[config.mk]
export PLATFORM = sky130hd
export DESIGN_NAME = can_tx_queue
export DESIGN_NICKNAME = d
export VERILOG_FILES = /design/src/rtl/can_tx_queue.sv
export SDC_FILE = /design/constraint.sdc
export NUM_CORES = 1
export LEC_CHECK = 0
export ABC_CLOCK_PERIOD_IN_PS = 26700
export BUFFER_PORTS_ARGS = -buffer_cell sky130_fd_sc_hd__buf_2
export CAP_MARGIN = 0
export CORE_MARGIN = 2
export CORE_UTILIZATION = 61
export CTS_BUF_LIST = sky130_fd_sc_hd__clkbuf_16
export DETAILED_ROUTE_END_ITERATION = 10
export GPL_ROUTABILITY_DRIVEN = 0
export GPL_TIMING_DRIVEN = 0
export PLACE_DENSITY = 0.85
export SETUP_SLACK_MARGIN = 0.02
export SLEW_MARGIN = 5
export SYNTH_ARGS = -nofsm -noshare
export SYNTH_HDL_FRONTEND = slang
export SYNTH_SLANG_ARGS = --single-unit
[constraint.sdc]
create_clock -name clk -period 26.7 [get_ports clk]
set_clock_uncertainty 0.1 [all_clocks]
set_input_delay 1.335 -clock clk [delete_from_list [all_inputs] [get_ports clk]]
set_output_delay 1.335 -clock clk [all_outputs]
set_load 0.05 [all_outputs]
[src/rtl/can_tx_queue.sv]
// CAN transmit frame queue: FIFO of complete frames feeding can_top.
// Sequences start_tx against busy/done/arb-lost/error and retries failures.
module can_tx_queue #(
  parameter int unsigned DEPTH     = 4,
  parameter int unsigned MAX_RETRY = 3,
  localparam int unsigned CW = $clog2(DEPTH + 1),
  localparam int unsigned PW = $clog2(DEPTH),
  localparam int unsigned RW = (MAX_RETRY > 0) ? $clog2(MAX_RETRY + 1) : 1
) (
  input  logic          clk,
  input  logic          rst,
  // Host write side
  input  logic          wr_valid,
  output logic          wr_ready,
  input  logic          wr_ide,
  input  logic          wr_rtr,
  input  logic [10:0]   wr_id_std,
  input  logic [28:0]   wr_id_ext,
  input  logic [3:0]    wr_dlc,
  input  logic [63:0]   wr_data,
  // can_top transmit side
  output logic          start_tx,
  output logic          ide,
  output logic          rtr,
  output logic [10:0]   id_std,
  output logic [28:0]   id_ext,
  output logic [3:0]    dlc,
  output logic [63:0]   tx_data,
  input  logic          tx_busy,
  input  logic          tx_done,
  input  logic          tx_arb_lost,
  input  logic          tx_err,
  input  logic          abort_req,
  // Status
  output logic [CW-1:0] count,
  output logic          full,
  output logic          empty,
  output logic          tx_ok,
  output logic          tx_drop,
  output logic [RW-1:0] retry_cnt
);

  typedef struct packed {
    logic        ide;
    logic        rtr;
    logic [10:0] id_std;
    logic [28:0] id_ext;
    logic [3:0]  dlc;
    logic [63:0] data;
  } frame_t;

  typedef enum logic [1:0] {StIdle, StStart, StBusy} state_e;

  frame_t         mem_q [DEPTH];
  frame_t         head;

  logic [PW-1:0]  wr_ptr_q, wr_ptr_d;
  logic [PW-1:0]  rd_ptr_q, rd_ptr_d;
  logic [CW-1:0]  count_q, count_d;
  state_e         state_q, state_d;
  logic           start_tx_q, start_tx_d;
  logic           tx_ok_q, tx_ok_d;
  logic           tx_drop_q, tx_drop_d;
  logic [RW-1:0]  retry_q, retry_d;
  logic           abort_pend_q, abort_pend_d;

  logic           push, pop, fail, drop_now;

  assign full     = (count_q == CW'(DEPTH));
  assign empty    = (count_q == '0);
  assign wr_ready = !full;
  assign push     = wr_valid && !full;

  // Head frame is a plain read of the slot at rd_ptr, blanked when empty.
  assign head    = empty ? '0 : mem_q[rd_ptr_q];
  assign ide     = head.ide;
  assign rtr     = head.rtr;
  assign id_std  = head.id_std;
  assign id_ext  = head.id_ext;
  assign dlc     = head.dlc;
  assign tx_data = head.data;

  assign start_tx  = start_tx_q;
  assign tx_ok     = tx_ok_q;
  assign tx_drop   = tx_drop_q;
  assign retry_cnt = retry_q;
  assign count     = count_q;

  // A failure drops the frame when retries are used up or an abort is pending.
  assign fail     = tx_err || tx_arb_lost;
  assign drop_now = (retry_q == RW'(MAX_RETRY)) || abort_pend_q || abort_req;

  // Transmit sequencer next state and pop decision.
  always_comb begin
    state_d      = state_q;
    tx_ok_d      = 1'b0;
    tx_drop_d    = 1'b0;
    retry_d      = retry_q;
    abort_pend_d = abort_pend_q;
    pop          = 1'b0;
    unique case (state_q)
      StIdle: begin
        if (!empty) state_d = StStart;
      end
      StStart: begin
        if (abort_req) begin
          pop       = 1'b1;
          tx_drop_d = 1'b1;
          state_d   = StIdle;
        end else if (tx_busy) begin
          state_d = StBusy;
        end
      end
      StBusy: begin
        if (abort_req) abort_pend_d = 1'b1;
        if (tx_done) begin
          pop     = 1'b1;
          tx_ok_d = 1'b1;
          state_d = StIdle;
        end else if (fail) begin
          if (drop_now) begin
            pop       = 1'b1;
            tx_drop_d = 1'b1;
            state_d   = StIdle;
          end else begin
            retry_d = retry_q + RW'(1);
            state_d = StStart;
          end
        end
      end
      default: state_d = StIdle;
    endcase
    // Every pop starts the next head with a clean slate.
    if (pop) begin
      retry_d      = '0;
      abort_pend_d = 1'b0;
    end
    start_tx_d = (state_d == StStart);
  end

  // Pointer and occupancy next state.
  always_comb begin
    wr_ptr_d = wr_ptr_q + PW'(push);
    rd_ptr_d = rd_ptr_q + PW'(pop);
    count_d  = count_q + CW'(push) - CW'(pop);
  end

  // Control state with synchronous reset; queued frames are discarded on reset.
  always_ff @(posedge clk) begin
    if (rst) begin
      state_q      <= StIdle;
      start_tx_q   <= 1'b0;
      tx_ok_q      <= 1'b0;
      tx_drop_q    <= 1'b0;
      retry_q      <= '0;
      abort_pend_q <= 1'b0;
      wr_ptr_q     <= '0;
      rd_ptr_q     <= '0;
      count_q      <= '0;
    end else begin
      state_q      <= state_d;
      start_tx_q   <= start_tx_d;
      tx_ok_q      <= tx_ok_d;
      tx_drop_q    <= tx_drop_d;
      retry_q      <= retry_d;
      abort_pend_q <= abort_pend_d;
      wr_ptr_q     <= wr_ptr_d;
      rd_ptr_q     <= rd_ptr_d;
      count_q      <= count_d;
    end
  end

  // Frame storage; not reset.
  always_ff @(posedge clk) begin
    if (push) begin
      mem_q[wr_ptr_q] <= '{ide: wr_ide, rtr: wr_rtr, id_std: wr_id_std, id_ext: wr_id_ext,
                           dlc: wr_dlc, data: wr_data};
    end
  end

endmodule

**Word level (Yosys, flattened, before mapping)**

Memory sizes are Yosys's and may differ from the RTL's. A register that Yosys moved wholly into a read port is not among the register bits.
Index checks and enable logic that the tools add are counted.

- Bits of input ports: 118
- Word-level logic and storage cells: 53
- Register bits: 15
- Output and inout bits: 121
- Memories kept: 1
- RAM bits: 440

Memory list:

| name | depth | bits a word | rd ports | clocked after Yosys merged registers in | write ports | RTL line | source |
|---|---|---|---|---|---|---|---|
| mem_q | 4 | 110 | 1 | 1 | 1 | 54 | `frame_t mem_q [DEPTH];` |

- Bitwise logic cells: 3
- Reduce and logical (&&, ||, !) cells: 11
- Equality and inequality tests: 5
- $add $sub $neg: 5
- Mux-type cells: 19

Operators by type and width:

| operator | count |
|---|---|
| 110-bit 2-to-1 mux | 1 |
| 2-bit 2-to-1 mux | 6 |
| 1-bit 2-to-1 mux | 9 |
| 2-bit case mux with 3 select lines | 1 |
| 2-bit by 1-bit adder with 2-bit output | 2 |
| 2-bit by 1-bit equality test with 1-bit output, second input constant | 2 |
| 2-bit equality test, second input constant | 2 |
| 1-bit case mux with 2 select lines | 2 |
| 4-bit AND reduction | 1 |
| 2-bit OR reduction | 2 |
| 3-bit by 1-bit adder with 3-bit output | 1 |
| 3-bit equality test, second input constant | 1 |
| 3-bit zero test | 1 |
| 1-bit logical OR | 3 |
| 1-bit NOT | 3 |
| 3-bit by 1-bit subtractor with 3-bit output | 1 |
| 2-bit by 1-bit adder with 2-bit output, second input constant | 1 |
| 2-bit zero test | 1 |
| 2-bit AND reduction | 1 |
| 1-bit logical AND | 1 |
| 1-bit zero test | 1 |

**Logic depth before layout (Yosys ltp)**

Gate-level depths: netlist of the first run.

- Depth in word-level cells: 9
- Mapped depth: 13
- Depth with buffers taken out: 13

**Worst setup path after synthesis of the first run**

OpenSTA, ideal clock, no wires.

- Path type: input-to-reg
- From: in wr_valid
- To: mem mem_q[1][0] in the netlist's numbering, enable pin
- Slack: 16.372 ns
- Library setup time: 0.736 ns
- Buffers on the path: 0
- Stages on the path: 2
- Data required time: 25.864 ns
- Arrival: 9.491 ns
- Cell sequence: nand2_1 nor3b_1

- Word-level cells in the longest chain between the ends: 3

RTL lines:

| item | RTL line | source |
|---|---|---|
| from (decl) | 13 | `input logic wr_valid,` |
| 1-bit logical AND | 72 | `assign push = wr_valid && !full;` |
| 1-bit 2-to-1 mux | 175 | `if (push) begin` |
| 1-bit 2-to-1 mux (not written as such) | 176 | `mem_q[wr_ptr_q] <= '{ide: wr_ide, rtr: wr_rtr, id_std: wr_id_std, id_ext: wr_id_ext,` |
| to (decl) | 54 |  |

Every way passes these cells.

**Final worst setup path of the first run**

- From: reg count_q[1] (netlist: count[1])
- To: out id_ext[15]

- Word-level cells in the longest chain between the ends: 2

RTL lines:

| item | RTL line | source |
|---|---|---|
| from (decl) | 59 | `logic [CW-1:0] count_q, count_d;` |
| from (signal assigned) | 169 | `count_q <= count_d;` |
| 3-bit zero test | 70 | `assign empty = (count_q == '0);` |
| 110-bit 2-to-1 mux | 75 | `assign head = empty ? '0 : mem_q[rd_ptr_q];` |
| to (decl) | 26 | `output logic [28:0] id_ext,` |

Every way passes these cells.

==> results of run 1 <==
## placed cells by master, fill, tap and decap left out, drive strengths merged
cell,instances
and3,1
fa,1
bufinv,4
xnor2,4
edfxtp,440
mux4,110
nor4b,2
clkinv,15
inv,21
nor4,2
xor2,1
clkbuf,58
o21ai,1
and2,1
buf,300
a21oi,2
nor2,7
diode,8
o31ai,1
nor3b,3
o211ai,1
ha,9
nor2b,115
dfxtp,15
a2111oi,1
nor3,8
and3b,1
mux2i,1
a211oi,1
nand2,4
clkinvlp,1
## cells by family after synthesis
family | after synthesis | synth area share [%]
XOR/XNOR | 5 | 0.252
flip-flops | 455 | 77.7
multiplexers | 111 | 14.3
adder cells (fa/ha/maj) | 10 | 0.762
AND/OR/NAND/NOR | 144 | 5.19
AO/OA/AOI/OAI | 7 | 0.302
buffers and inverters | 44 | 1.53
## routing by layer
metal,part of all wire [%],up-vias,global-route usage (%)
met1,37,4410,28.6
met2,53,312,40.2
met4,2.9,4,7.34
met3,6.8,70,5.04
met5,0.080,-,0
li1,-,3818,-
## power by group through the flow
stage	Combinational (W)	Sequential (W)	Clock (W)
3_5_place_dp	0.000613	0.000901	0
2_1_floorplan	0.000435	0.000919	0
5_1_grt	0.000640	0.000890	0.000623
3_3_place_gp	0.000586	0.000930	0
4_1_cts	0.000616	0.000886	0.000595
6_report	0.000609	0.000886	0.000585
## registers in the layout, summed over array words and instances, names as in the netlist
signal        flops
state_q           2
rd_ptr_q          2
tx_drop           1
tx_ok             1
abort_pend_q      1
start_tx          1
wr_ptr_q          2
retry_cnt         2
count             3
mem_q           440
## critical path: cells and delay by family, from the launching register on
family	cells	cell delay, ns
buffers and inverters	3	1.23
DFF	1	0.38
and+or+nand+nor	2	0.59
## metrics by stage
stage	instances	total power [W]	hold WS [ns]	area [um^2]
floorplan	776	0.00135	0.394	17400
global placement	1392	0.00152	0.415	19100
detailed placement	1430	0.00151	0.413	19500
CTS	1509	0.00210	0.427	20900
global route	1512	0.00215	0.472	20900
finish	1517	0.00208	0.431	20900
## worst paths after layout
path                        startpoint  slack, ns  cells after the start                        end
max                count[1]$_SDFF_PP0_      22.54                      5                 id_ext[15]
max reg2reg        count[1]$_SDFF_PP0_      23.75                      8     mem_q[2][26]$_DFFE_PP_
min reg2reg  abort_pend_q$_SDFFE_PP0P_       0.43                      2  abort_pend_q$_SDFFE_PP0P_
min          abort_pend_q$_SDFFE_PP0P_       0.43                      2  abort_pend_q$_SDFFE_PP0P_
## area by class of cell
type                    count  area (um^2)
diodes                      8         20.0
plain buffers              37          240
clock buffers              45         1130
clock inverters            34          255
fillers                  1583         7050
inverters                   7         26.3
multi-input cells         277         3640
flip-flops and latches    455        13500
well taps                 378          473
repair buffers            276         1590
==> summary.md, run 1 <==
After floorplanning, the core was divided into 61 placement rows. For the total CTS buffers, the log shows 44. Based on the critical path, the design can be clocked at up to 240 MHz. In the final routed layout, each cell accounts on average for 22.1 um.

The leading cell type by number of instances after synthesis was edfxtp_1. For the number of antenna violations at the first check in global routing, the log shows 10. From synthesis to final layout, the design area changed by 20.0%.

At the pin with the least slew margin, the transition time is 0.947 ns. The tools report the pin count of the biggest net entering global routing as 47. For this run the aggregate overflow at the end of global routing stands at 0. The clock period could shrink to 4.16 ns. For the number of levels the H-tree was split into, the log shows 2. In this run the cell area of the synthesized design comes to 17400 um^2. Buffers inserted to repair hold after CTS numbered 0. The share of the clock period used by the worst path is 15.6%.

For this design the total switching power over the nets is 0.000707 W. The largest total area in the synthesized netlist belongs to edfxtp_1. The run gives 27900 um^2 as the area inside the core boundary. Setup repair after global routing left no endpoint under its margin.

After clock tree synthesis, the clock-pin slew on the worst setup and hold paths is 0.06 ns. The kind of end point of the critical path is an output port. For the remaining antenna violation count, the log shows 0. After clock tree synthesis, the setup repair step added 0 buffers.

In the routed layout, each cell is associated on average with a via count of 5.68. The I/O pin count is 239, and the leakage power summed over all cells is 7.31 nW. The number of nets handed over by synthesis was 904. The count of final hold-check violations was 0.

The pre-CTS worst setup slack was 22.98 ns. Counting along the longest clock path gives a buffer depth of 3. The tools report the total DRC errors in the routed layout as 0. The total wire length after detailed routing was 33600 um; the vertical extent of the die was 173 um. The logs give 455 for the count of clock tree sinks and 0.00137 W for the internal portion of total power. For the power share of the combinational group, the log shows 29.3%.

The logs give 42.6% for the sequential group share of total power and 0.52 ns for the source-to-sink clock delay at the later pin of the worst-skew pair. In this run, the number of DRC markers left after iteration 0 of detailed routing was 630. The die area was 29900 um^2; the starting utilization of the core area was 62.3%.

A synthesized cell averages 22.4 um^2. Setup violations remaining at the end of the flow were counted as 0. The tool flagged a number of max-cap violations equal to 0.

The synthesized netlist contains 32 unique library cells. Across all layers, the routed design uses 8614 vias. Counting stages on the worst path, the most repeated cell is buf_2. The tools report the peak supply drop as 82.6 uV. Total global-route track usage: 22.8%.

The element type at the critical path start was a register. The area share of the largest cell type after synthesis is 75.9%, and the number of global-route vias before repair is 8992. The run finished with clean final reports. The synthesized design contains 455 register bits. For the final core utilization, the log shows 74.7%. Before antenna repair, the detailed router went through 7 iterations. The first global-routing pass estimated 51500 um of wire. The required time at the worst-slack endpoint was 25.26 ns; the fraction of final layout cells sized beyond drive strength 1 was 42.3%. Traced cell by cell, the critical path runs through nor3_2 -> buf_2 -> clkbuf_1 -> nor2b_1 -> buf_2.

The ratio of total power to cell area was 99.6 nW/um^2; the final layout net count was 1226. The share of synthesized flip-flops with an asynchronous set or reset works out to 0%. Clock tree synthesis selected as its root buffer the cell clkbuf_16. For the sequential fraction of the synthesis area, the log shows 77.7%. Counting instances in the post-synthesis netlist gives the leading cell types as edfxtp_1 (440), nor2b_1 (115), mux4_2 (110), dfxtp_1 (15), clkbuf_1 (13). Counting flops with a built-in enable in the synthesized netlist gives 440.

For this run, the slowest stage of the critical path takes 0.53 ns. The number of standard cells after synthesis was 776; the maximum fanout along the worst path was 10. The worst path arrival time is 2.73 ns, and the remaining max-slew budget at the tightest pin is 36.6%. The width of the die was 173 um; the slack of the critical path was 22.54 ns. The critical path in this run is classified as register to output port. The tightest min-delay check is of the register to register type. TritonCTS built the clock tree. In the post-synthesis netlist, the biggest area contributors are edfxtp_1 (76%), mux4_2 (14%), nor2b_1 (4.1%). The number of resized instances in the post-cts repair step was 0.

The clock network accounts for 28.1% of the total power. The most frequently used flop master after synthesis was edfxtp_1. The switching share of total power works out to 34.0%. The run gives 22900 um as the post-DP HPWL. The cell at the slowest stage of the critical path was clkbuf_1.

The tools report the post-route setup TNS as 0 ns. The number of pins exceeding their max-slew limit in the final report is 0, and the total number of yosys warnings is 0. Port buffering added 238 buffers.
(Power assumes the default switching activity.)
==> run 2, diff against run 1 <==
- ABC_CLOCK_PERIOD_IN_PS: 26700 -> 3730
- CORE_UTILIZATION: 61 -> 52
- PLACE_DENSITY: 0.85 -> 0.77
- clock period: 26.7 -> 3.73 ns (I/O delays scaled with it)
==> summary.md, run 2 (synthesis gave the netlist of run 1 again) <==
The flow ran to the end, and the final reports show no timing, DRC or antenna violations. The total placed cells including tap cells came out at 1482 (+3.6%). The tools report the floorplan row count as 66 (+8.2%). The post-DP HPWL is 22500 um (-2.1%). The number of failing setup endpoints in the final timing report came out at 0 (unchanged). For the remaining antenna violation count, the log shows 0 (unchanged). The tools report the kind of end point of the critical path as an output port. Total DRC errors in the routed layout: 0 (unchanged). The worst setup path is launched from a register.

Path type of the worst setup path: register to output port. The post-route setup TNS was 0 ns (unchanged); the pin count of the biggest net entering global routing was 53 (+13%). The total CTS buffers came out at 46 (+4.5%). For the total power, the log shows 0.0155 W (+640%). The width of the die was 187 um (+8.1%); the number of global-route vias before repair was 9768 (+8.6%). The logs give 38.5% (+1.9 points) for the remaining max-slew budget at the tightest pin and 0.0537 ns (-0.378 ns) for the worst hold slack after final layout. For the required time at the worst-slack endpoint, the log shows 3.44 ns (-21.82 ns). The number of levels the H-tree was split into was 2 (unchanged). The slew at the pin closest to its max-slew limit was 0.922 ns (-0.0247 ns). The run gives 1330 (+8.5%) as the final layout net count. Total non-filler cell area in the finished layout: 22400 um^2 (+7.1%).

The clock slew at the register clock pins of the worst setup and hold paths is 0.06 ns (about the same), and the buffer depth of the longest clock path is 3 (unchanged). The library cell used most frequently in the layout, excluding fill and tap cells, is edfxtp_1. The buffer type at the clock tree root was clkbuf_16.

The die area is 34900 um^2 (+17%), and the vertical extent of the die is 187 um (+8.1%). The number of buffers inserted by port buffering works out to 238 (unchanged). The run gives 0.53 ns (about the same) as the source-to-sink clock delay at the later pin of the worst-skew pair. The number of hold buffers added after CTS is 114 (+114).

The area added between synthesis and finish was 28.6%; the count of clock tree sinks was 455 (unchanged). For the I/O pin count, the log shows 239 (unchanged). The logs give 2640 um (+15%) for the wire length on met3 and 8998 (+4.5%) for the count of vias placed by the detailed router. The number of pins exceeding their max-slew limit in the final report was 0 (unchanged). The number of buffers and inverters on the critical path came out at 3 (unchanged). The sum of met2 wire segment lengths after detailed routing was 18400 um (+3.6%); the count of final hold-check violations was 0 (unchanged). The tools report the number of antenna violations at the first check in global routing as 5 (-5).

The number of maximum-capacitance constraint violations is 0 (unchanged), and the clock period minus worst slack is 2.92 ns. The met1 wire length is 14400 um (+15%). The iteration-0 DRC count of the detailed router was 430 (-32%).

The per-cell via count in the routed design was 5.34 (-6.0%). The count of TritonRoute iterations in the first routing pass is 5 (-2). On the critical path the largest part of the delay comes from buffers and inverters. The leakage power summed over all cells was 7.86 nW (+7.5%). Setup repair after global routing left no endpoint under its margin. The uppermost signal routing layer after detailed routing is met4.

For the total wire length after detailed routing, the log shows 36000 um (+7.2%). The signal on the critical path passes through nor3_2 -> buf_2 -> clkbuf_1 -> nor2b_1 -> buf_2. More flip-flops sit in one register than any other, and that register is mem_q. For this run, the top clock speed supported by timing is 342 MHz. The type of the most critical hold path was input port to register. For the starting utilization of the core area, the log shows 53.2% (-9.1 points). The number of resized instances in the post-cts repair step was 0 (unchanged); the share of the clock period used by the worst path was 78.3%. Worst path arrival time: 2.63 ns (-0.10 ns). The number of flip-flops in the largest register works out to 440 (unchanged). The cell occurring most often along the worst timing path is buf_2. The peak supply drop is 536 uV (+550%).

TritonCTS built the clock tree. The routed wire length per instance was 21.4 um (-3.5%). Leaving out fill and tap cells, the most frequent cells in the layout are edfxtp_1 (440), buf_2 (250), nor2b_1 (115), dlygate4sd3_1 (114), mux4_2 (110).

The peak per-stage delay on the critical path was 0.49 ns (-0.04 ns). The slowest stage of the critical path belongs to the cell clkbuf_1. The total global-route track usage is 20.8% (-2.0 points). The run gives 55400 um (+7.8%) as the first-pass GRT wire length.

The maximum fanout along the worst path came out at 10 (unchanged). The fraction of final layout cells sized beyond drive strength 1 is 38.5% (-3.8 points), and the global-route congestion overflow total is 0 (unchanged). The final cell count without fillers was 1685 (+11%); the ratio of total power to cell area was 691 nW/um^2 (+590%). The tools report the area inside the core boundary as 32700 um^2 (+17%).

For the total setup buffers inserted after CTS, the log shows 0 (unchanged). For the total cell area at the placement stage, the log shows 19700 um^2 (+1.1%).
run 2: changes by cell type in the layout (fill, tap and decap cells not counted), moves of 3 or more:
cell	before	now
buf_16	1	7
buf_4	17	1
buf_6	30	11
buf_8	1	19
clkbuf_16	45	49
dfxtp_1	15	12
dlygate4sd3_1	0	114
run 2: cell type report:
type | count | area [um^2]
repair buffers | 378 | 2810
clock inverters | 34 | 300
fillers | 2084 | 10300
clock buffers | 49 | 1230
inverters | 7 | 26.3
diodes | 6 | 15.0
multi-input cells | 277 | 3680
well taps | 442 | 553
plain buffers | 37 | 240
flip-flops and latches | 455 | 13500
run 2: path summary, 6_finish.rpt:
kind	start	endpoint	slack, ns	cells after the start
setup / recovery	count[1]$_SDFF_PP0_	id_ext[26]	0.81	5
setup reg to reg	state_q[0]$_SDFF_PP0_	count[2]$_SDFF_PP0_	0.91	13
hold / removal	wr_valid	mem_q[1][3]$_DFFE_PP_	0.05	3
hold reg to reg	abort_pend_q$_SDFFE_PP0P_	abort_pend_q$_SDFFE_PP0P_	0.43	2
run 2: layer usage:
layer  vias to the layer above  track usage, %
met3                        44            5.42
met2                       318            36.2
met5                         -               0
li1                       4022               -
met1                      4614            26.7
met4                         0            4.67
run 2: worst reg2reg max path, cell delays in order, from the launching register on:
cell	delay (ns)
dfxtp_1	0.39
inv_1	0.09
ha_1	0.24
o21ai_1	0.20
o211ai_1	0.11
and2_1	0.25
ha_1	0.30
inv_1	0.06
ha_1	0.13
inv_1	0.05
fa_1	0.41
xor2_1	0.18
xnor2_1	0.14
nor2_1	0.05
run 2: where the power goes:
part,switching [W],internal (W)
combinational,0.00325,0.00130
sequential,0.000146,0.00620
clock,0.00180,0.00277
run 2: through the flow:
step           util (%)  worst slack (ns)
4_1_cts            68.4             0.715
2_1_floorplan         -            -0.454
3_3_place_gp       58.7             -2.31
5_1_grt            68.4             0.612
6_report           68.4             0.810
3_5_place_dp       60.2             0.911
